[config.mk]
export PLATFORM = sky130hd
export DESIGN_NAME = simple_pipeline_drain
export DESIGN_NICKNAME = d
export VERILOG_FILES = /design/src/rtl/simple_pipeline_pkg.sv /design/src/rtl/simple_fifo_fwft.sv /design/src/rtl/simple_pipeline_drain.sv
export SDC_FILE = /design/constraint.sdc
export NUM_CORES = 1
export LEC_CHECK = 0
export ABC_AREA = 1
export CORE_AREA = 2 2 111 113
export CTS_BUF_LIST = sky130_fd_sc_hd__clkbuf_8
export CTS_CLUSTER_DIAMETER = 150
export DETAILED_ROUTE_END_ITERATION = 8
export DIE_AREA = 0 0 113 115
export GPL_ROUTABILITY_DRIVEN = 0
export HOLD_SLACK_MARGIN = 0.03
export PLACE_DENSITY = 0.44
export SLEW_MARGIN = 20
export SYNTH_ARGS = -nofsm -noshare
export SYNTH_HDL_FRONTEND = slang
export SYNTH_SLANG_ARGS = --single-unit
export TNS_END_PERCENT = 100
[constraint.sdc]
create_clock -name clk -period 4.3 [get_ports clk]
set_input_delay 1.29 -clock clk [delete_from_list [all_inputs] [get_ports clk]]
set_output_delay 1.29 -clock clk [all_outputs]
set_load 0.1 [all_outputs]
[src/rtl/simple_pipeline_pkg.sv]
// simple_pipeline_pkg: constants shared by the MAC pipeline, its drain controller and benches
package simple_pipeline_pkg;
  localparam int PIPE_LATENCY = 4;
  localparam int DEFAULT_WIDTH = 16;
  localparam int N_IN = 8;
  function automatic int ptr_w(int d);
    return d > 1 ? $clog2(d) : 1;
  endfunction
endpackage

[src/rtl/simple_fifo_fwft.sv]
// simple_fifo_fwft: first-word fall-through circular FIFO with any depth >= 1
module simple_fifo_fwft
  import simple_pipeline_pkg::*;
#(
  parameter int WIDTH = DEFAULT_WIDTH,
  parameter int DEPTH = 4,
  parameter int CW = $clog2(DEPTH + 1)
) (
  input  logic             clk,
  input  logic             rst,
  input  logic             push,
  input  logic             pop,
  input  logic [WIDTH-1:0] wr_data,
  output logic [WIDTH-1:0] rd_data,
  output logic [CW-1:0]    count,
  output logic             full,
  output logic             empty
);
  localparam int PW = ptr_w(DEPTH);
  localparam logic [PW-1:0] LAST = PW'(DEPTH - 1);
  localparam logic [CW-1:0] FULL = CW'(DEPTH);
  logic [WIDTH-1:0] mem [DEPTH];
  logic [PW-1:0] wr_ptr, rd_ptr;
  always_ff @(posedge clk) begin
    if (rst) begin
      wr_ptr <= '0;
      rd_ptr <= '0;
      count <= '0;
      for (int i = 0; i < DEPTH; i++) mem[i] <= '0;
    end else begin
      if (push) begin
        mem[wr_ptr] <= wr_data;
        wr_ptr <= wr_ptr == LAST ? '0 : wr_ptr + 1'b1;
      end
      if (pop) rd_ptr <= rd_ptr == LAST ? '0 : rd_ptr + 1'b1;
      if (push && !pop) count <= count + 1'b1;
      else if (pop && !push) count <= count - 1'b1;
    end
  end
  assign rd_data = mem[rd_ptr];
  assign full = count == FULL;
  assign empty = count == '0;
endmodule

[src/rtl/simple_pipeline_drain.sv]
// simple_pipeline_drain: buffers pipeline results in a FIFO and stalls the pipeline when it is full
module simple_pipeline_drain
  import simple_pipeline_pkg::*;
#(
  parameter int WIDTH = DEFAULT_WIDTH,
  parameter int DEPTH = 4
) (
  input  logic                       clk,
  input  logic                       rst,
  input  logic                       in_valid,
  output logic                       in_ready,
  output logic                       pipe_en,
  output logic                       pipe_valid_in,
  input  logic [WIDTH-1:0]           pipe_out,
  input  logic                       pipe_valid_out,
  output logic [WIDTH-1:0]           out_data,
  output logic                       out_valid,
  input  logic                       out_ready,
  output logic [$clog2(DEPTH+1)-1:0] count
);
  localparam int CW = $clog2(DEPTH + 1);
  logic full, empty, push, pop;
  // the held pipeline output is captured only on enabled cycles, so each result enters once
  assign pipe_en = !full;
  assign in_ready = pipe_en;
  assign pipe_valid_in = in_valid;
  assign push = pipe_valid_out && pipe_en;
  assign out_valid = !empty;
  assign pop = out_valid && out_ready;
  simple_fifo_fwft #(.WIDTH(WIDTH), .DEPTH(DEPTH), .CW(CW)) u_fifo (
    .clk(clk),
    .rst(rst),
    .push(push),
    .pop(pop),
    .wr_data(pipe_out),
    .rd_data(out_data),
    .count(count),
    .full(full),
    .empty(empty)
  );
  a_no_overflow: assert property (@(posedge clk) disable iff (rst) push |-> (count < CW'(DEPTH)));
endmodule

==> metrics.md <==
| Metric | Value |
|---|---|
| Status | finished with violations |
| Violated checks | design-rule violations |
| Initial Util | 0.2953 |
| Hold_sp | u_fifo.rd_ptr[1]$_SDFFE_PP0P_ |
| Clock Skew | 0.01034 ns |
| Global-route wire length before repair | 13,250 um |
| WHS Path Cells | 2 |
| Arr. time, crit path | 2.18 ns |
| Largest net degree at the start of global routing | 33 |
| Vias per std cell | 4.766 |
| Multiplexer share of the synthesized area | 0 |
| Synthesized area | 3488 um2 |
| Compound-cell area share of the yosys netlist | 0.08608 |
| Initial antenna violation count | 0 |
| Hold Crit Endpoint | u_fifo.rd_ptr[1]$_SDFFE_PP0P_ |
| Most used cell, CP | buf_4 |
| H-tree levels | 3 |
| Core area | 11,810 um2 |
| Critical path type | flip-flop to output port |
| Vias in the first global route | 2,399 |
| Drc violations | 3 |
| Clock transition at path regs | 0.07 ns |
| Main combinational cell family by area after synthesis | simple AND/OR/NAND/NOR gates |
| RR Endpoint | u_fifo.mem[3][0]$_DFFE_PP_ |
| Global Route Usage Sum | 0.1362 |
| PnR worst setup slack | 0.8330 ns |
| Worst skew pair latency | 0.35 ns |
| RSZ-0062 raised after global routing | no |
| First-pass DRT Iterations | 6 |
| WHS | 0.5156 ns |
| Final instance area | 4140 um2 |
| Grt ovf | 0 |
| Worst slack, placed | 1.028 ns |
| P_leak | 1.537 nW |
| Tmin final | 3.467 ns |
| P_sw | 1.463 mW |
| Hold Buf Count CTS | 0 |
| Comb pwr share | 0.512 |
| Slew margin rel. | 0.3431 |
| IO Port Bufs | 41 |
| Pwr/cell area | 688.9 nW/um2 |
| Chip width | 113 um |
| Seq pwr share | 0.332 |
| Crit-path cells | inv_1 -> buf_4 -> o21ai_0 -> o22ai_1 -> buf_4 |
| Initial drt markers | 121 |
| CTS Buffer Depth | 2 |
| PostCTS Resize Cnt | 0 |
| Startpoint types | flip-flop |
| Wirelength, routed | 8394 um |
| # diodes | 0 |
| Flops & latches, synth | 73 |
| Int Pwr | 1.389 mW |
| VDD IR-drop max | 0.0003281 V |
| Die area | 13,000 um2 |
| Slew Limit Fails | 0 |
| Synth Net Count | 330 |
| Fillers | 1,199 |
| Delay-heaviest family, CP | buffers and inverters |
| Clk pwr share | 0.156 |
| Max-Cap Viols | 0 |
| Final setup fails | 0 |
| Warnings, synthesis | 0 |
| Post-synthesis cell count | 305 |
| Sequential area share after synthesis | 0.6026 |
| Min-Delay Path Class | flip-flop to flip-flop |
| Switching Share | 0.5131 |
| Setup Fix Bufs, Post-CTS | 0 |
| Inst Count DP | 483 |
| Total CTS buffers | 9 |
| Tcrit/Tclk final | 0.8063 |
| Post-route ant nets | 0 |
| Post-Route Utilization | 0.3505 |
| Synth Area in Adders | 0.01650 |
| Placed cell area | 3985 um2 |
| Reg area | 2102 um2 |
| Max stage delay cell, worst path | inv_1 |
| Non-Filler Instances | 499 |
| Total power | 2.852 mW |
| CP peak stage delay | 0.55 ns |
| Post-Synth XOR/XNOR Area | 0.002511 |
| R2R setup slack | 1.86 ns |
| Max Freq | 288.4 MHz |
| Ports | 44 |
| Least-Margin Pin Slew | 0.9822 ns |
| Via Count | 2,378 |
| Crit path buffers/inverters | 3 |
| Setup crit end kind | output port |
| CP Data Required Time | 3.01 ns |
| Multi-input logic area | 1150 um2 |
| CTS tree | built |
| Die Y | 115 um |
| Layout overhead on the synthesized area | 18.69% |
| Synth cell types | 25 |
| Fraction of layout cells with a size suffix above 1 | 0.2415 |
| HPWL Detailed | 5063 um |
| Post-Syn Area per Cell | 11.44 um2 |
| Root buf cell | clkbuf_8 |
| Avg WL per Cell | 16.82 um |
| Post-Route Setup TNS | 0 ns |
| Reg2reg path depth | 5 |
| Worst R2R Start | u_fifo.wr_ptr[0]$_SDFFE_PP0P_ |
| Max FO, Critical Path | 21 |
| Total Nets Final | 372 |
| Clock sink count | 73 |
| Simple-gate area share of the yosys netlist | 0.2245 |
| # rows | 40 |
| Hold Fails Final Rpt | 0 |
routing by layer:
metal / track usage / vias to the layer above / routed length [um]
li1: - / 1155 / -
met1: 0.1836 / 1158 / 3979
met2: 0.2112 / 57 / 3857
met3: 0.04692 / 8 / 488
met4: 0.03577 / 0 / 69
met5: 0 / - / 0
layout by cell type, fill, tap and decap left out:
cell type        instances
nor2_1                  55
inv_2                    1
o22ai_1                 16
inv_1                   27
clkdlybuf4s50_1         24
nand3_1                  5
ha_1                     3
xor2_1                   1
clkinvlp_4               1
nand2_4                  1
buf_4                   27
o21ai_1                  3
dfxtp_1                  9
nand2_1                 11
a21oi_1                  2
nor3_1                   8
clkinv_2                 1
nand3_2                  1
edfxtp_1                64
o21ai_0                 35
clkbuf_8                 9
clkinv_4                 1
clkinv_1                 3
nor2_2                   1
nand4_4                  2
nor3_2                  40
fa_1                     1
worst min-delay path, stage by stage (launching register included):
cell and delay [ns]:
dfxtp_1 0.33, nand2_1 0.06, a21oi_1 0.07
worst max path at each step:
stage,cells after the start,end,slack (ns),start
final,5,out_data[11],0.83,flip-flop
after global routing,5,out_data[8],0.69,flip-flop
after CTS,5,out_data[11],0.81,flip-flop
after detailed placement,5,u_fifo.mem[0][13]$_SDFFCE_PN0P_,1.03,rst
after global placement,5,u_fifo.mem[1][5]$_SDFFCE_PN0P_,1.05,rst
after floorplan,4,out_data[0],0.75,flip-flop
final cells by class:
type,instances,area share
repair buffers,51,0.1070
flip-flops and latches,73,0.5077
clock inverters,7,0.007555
inverters,27,0.02569
multi-input cells,185,0.2777
well taps,147,0.04442
clock buffers,9,0.02992
kinds of logic (layout without fill, tap and decap cells):
| logic type | count (synthesis) | after routing |
|---|---|---|
| simple gates | 124 | 124 |
| flops | 73 | 73 |
| compound gates | 56 | 56 |
| buf+inv | 47 | 94 |
| fa+ha+maj | 4 | 4 |
| xor+xnor | 1 | 1 |
power by group through the flow:
stage | clock [mW] | combinational [mW] | sequential [mW]
5_1_grt | 0.488 | 1.54 | 0.958
3_3_place_gp | 0 | 1.47 | 0.964
3_5_place_dp | 0 | 1.47 | 0.964
4_1_cts | 0.467 | 1.47 | 0.948
2_1_floorplan | 0 | 1.08 | 1.03
6_report | 0.444 | 1.46 | 0.947
synth_stat cells, drive strengths merged:
master,count,share of area
nand2,12,0.015
clkbuf,7,0.0075
o21ai,38,0.055
clkinv,2,0.0036
nor2,56,0.061
o22ai,16,0.029
edfxtp,64,0.55
nand4,2,0.012
a21oi,2,0.0029
fa,1,0.0057
buf,13,0.030
nand3,6,0.010
inv,25,0.027
ha,3,0.011
xor2,1,0.0025
nor3,48,0.13
dfxtp,9,0.052
registers in the layout (all words and copies together) (netlist names), named ones only:
register	flops
u_fifo.rd_ptr	2
u_fifo.wr_ptr	2
u_fifo.count	3
u_fifo.mem	64
Power figures use the tool's default switching activity.
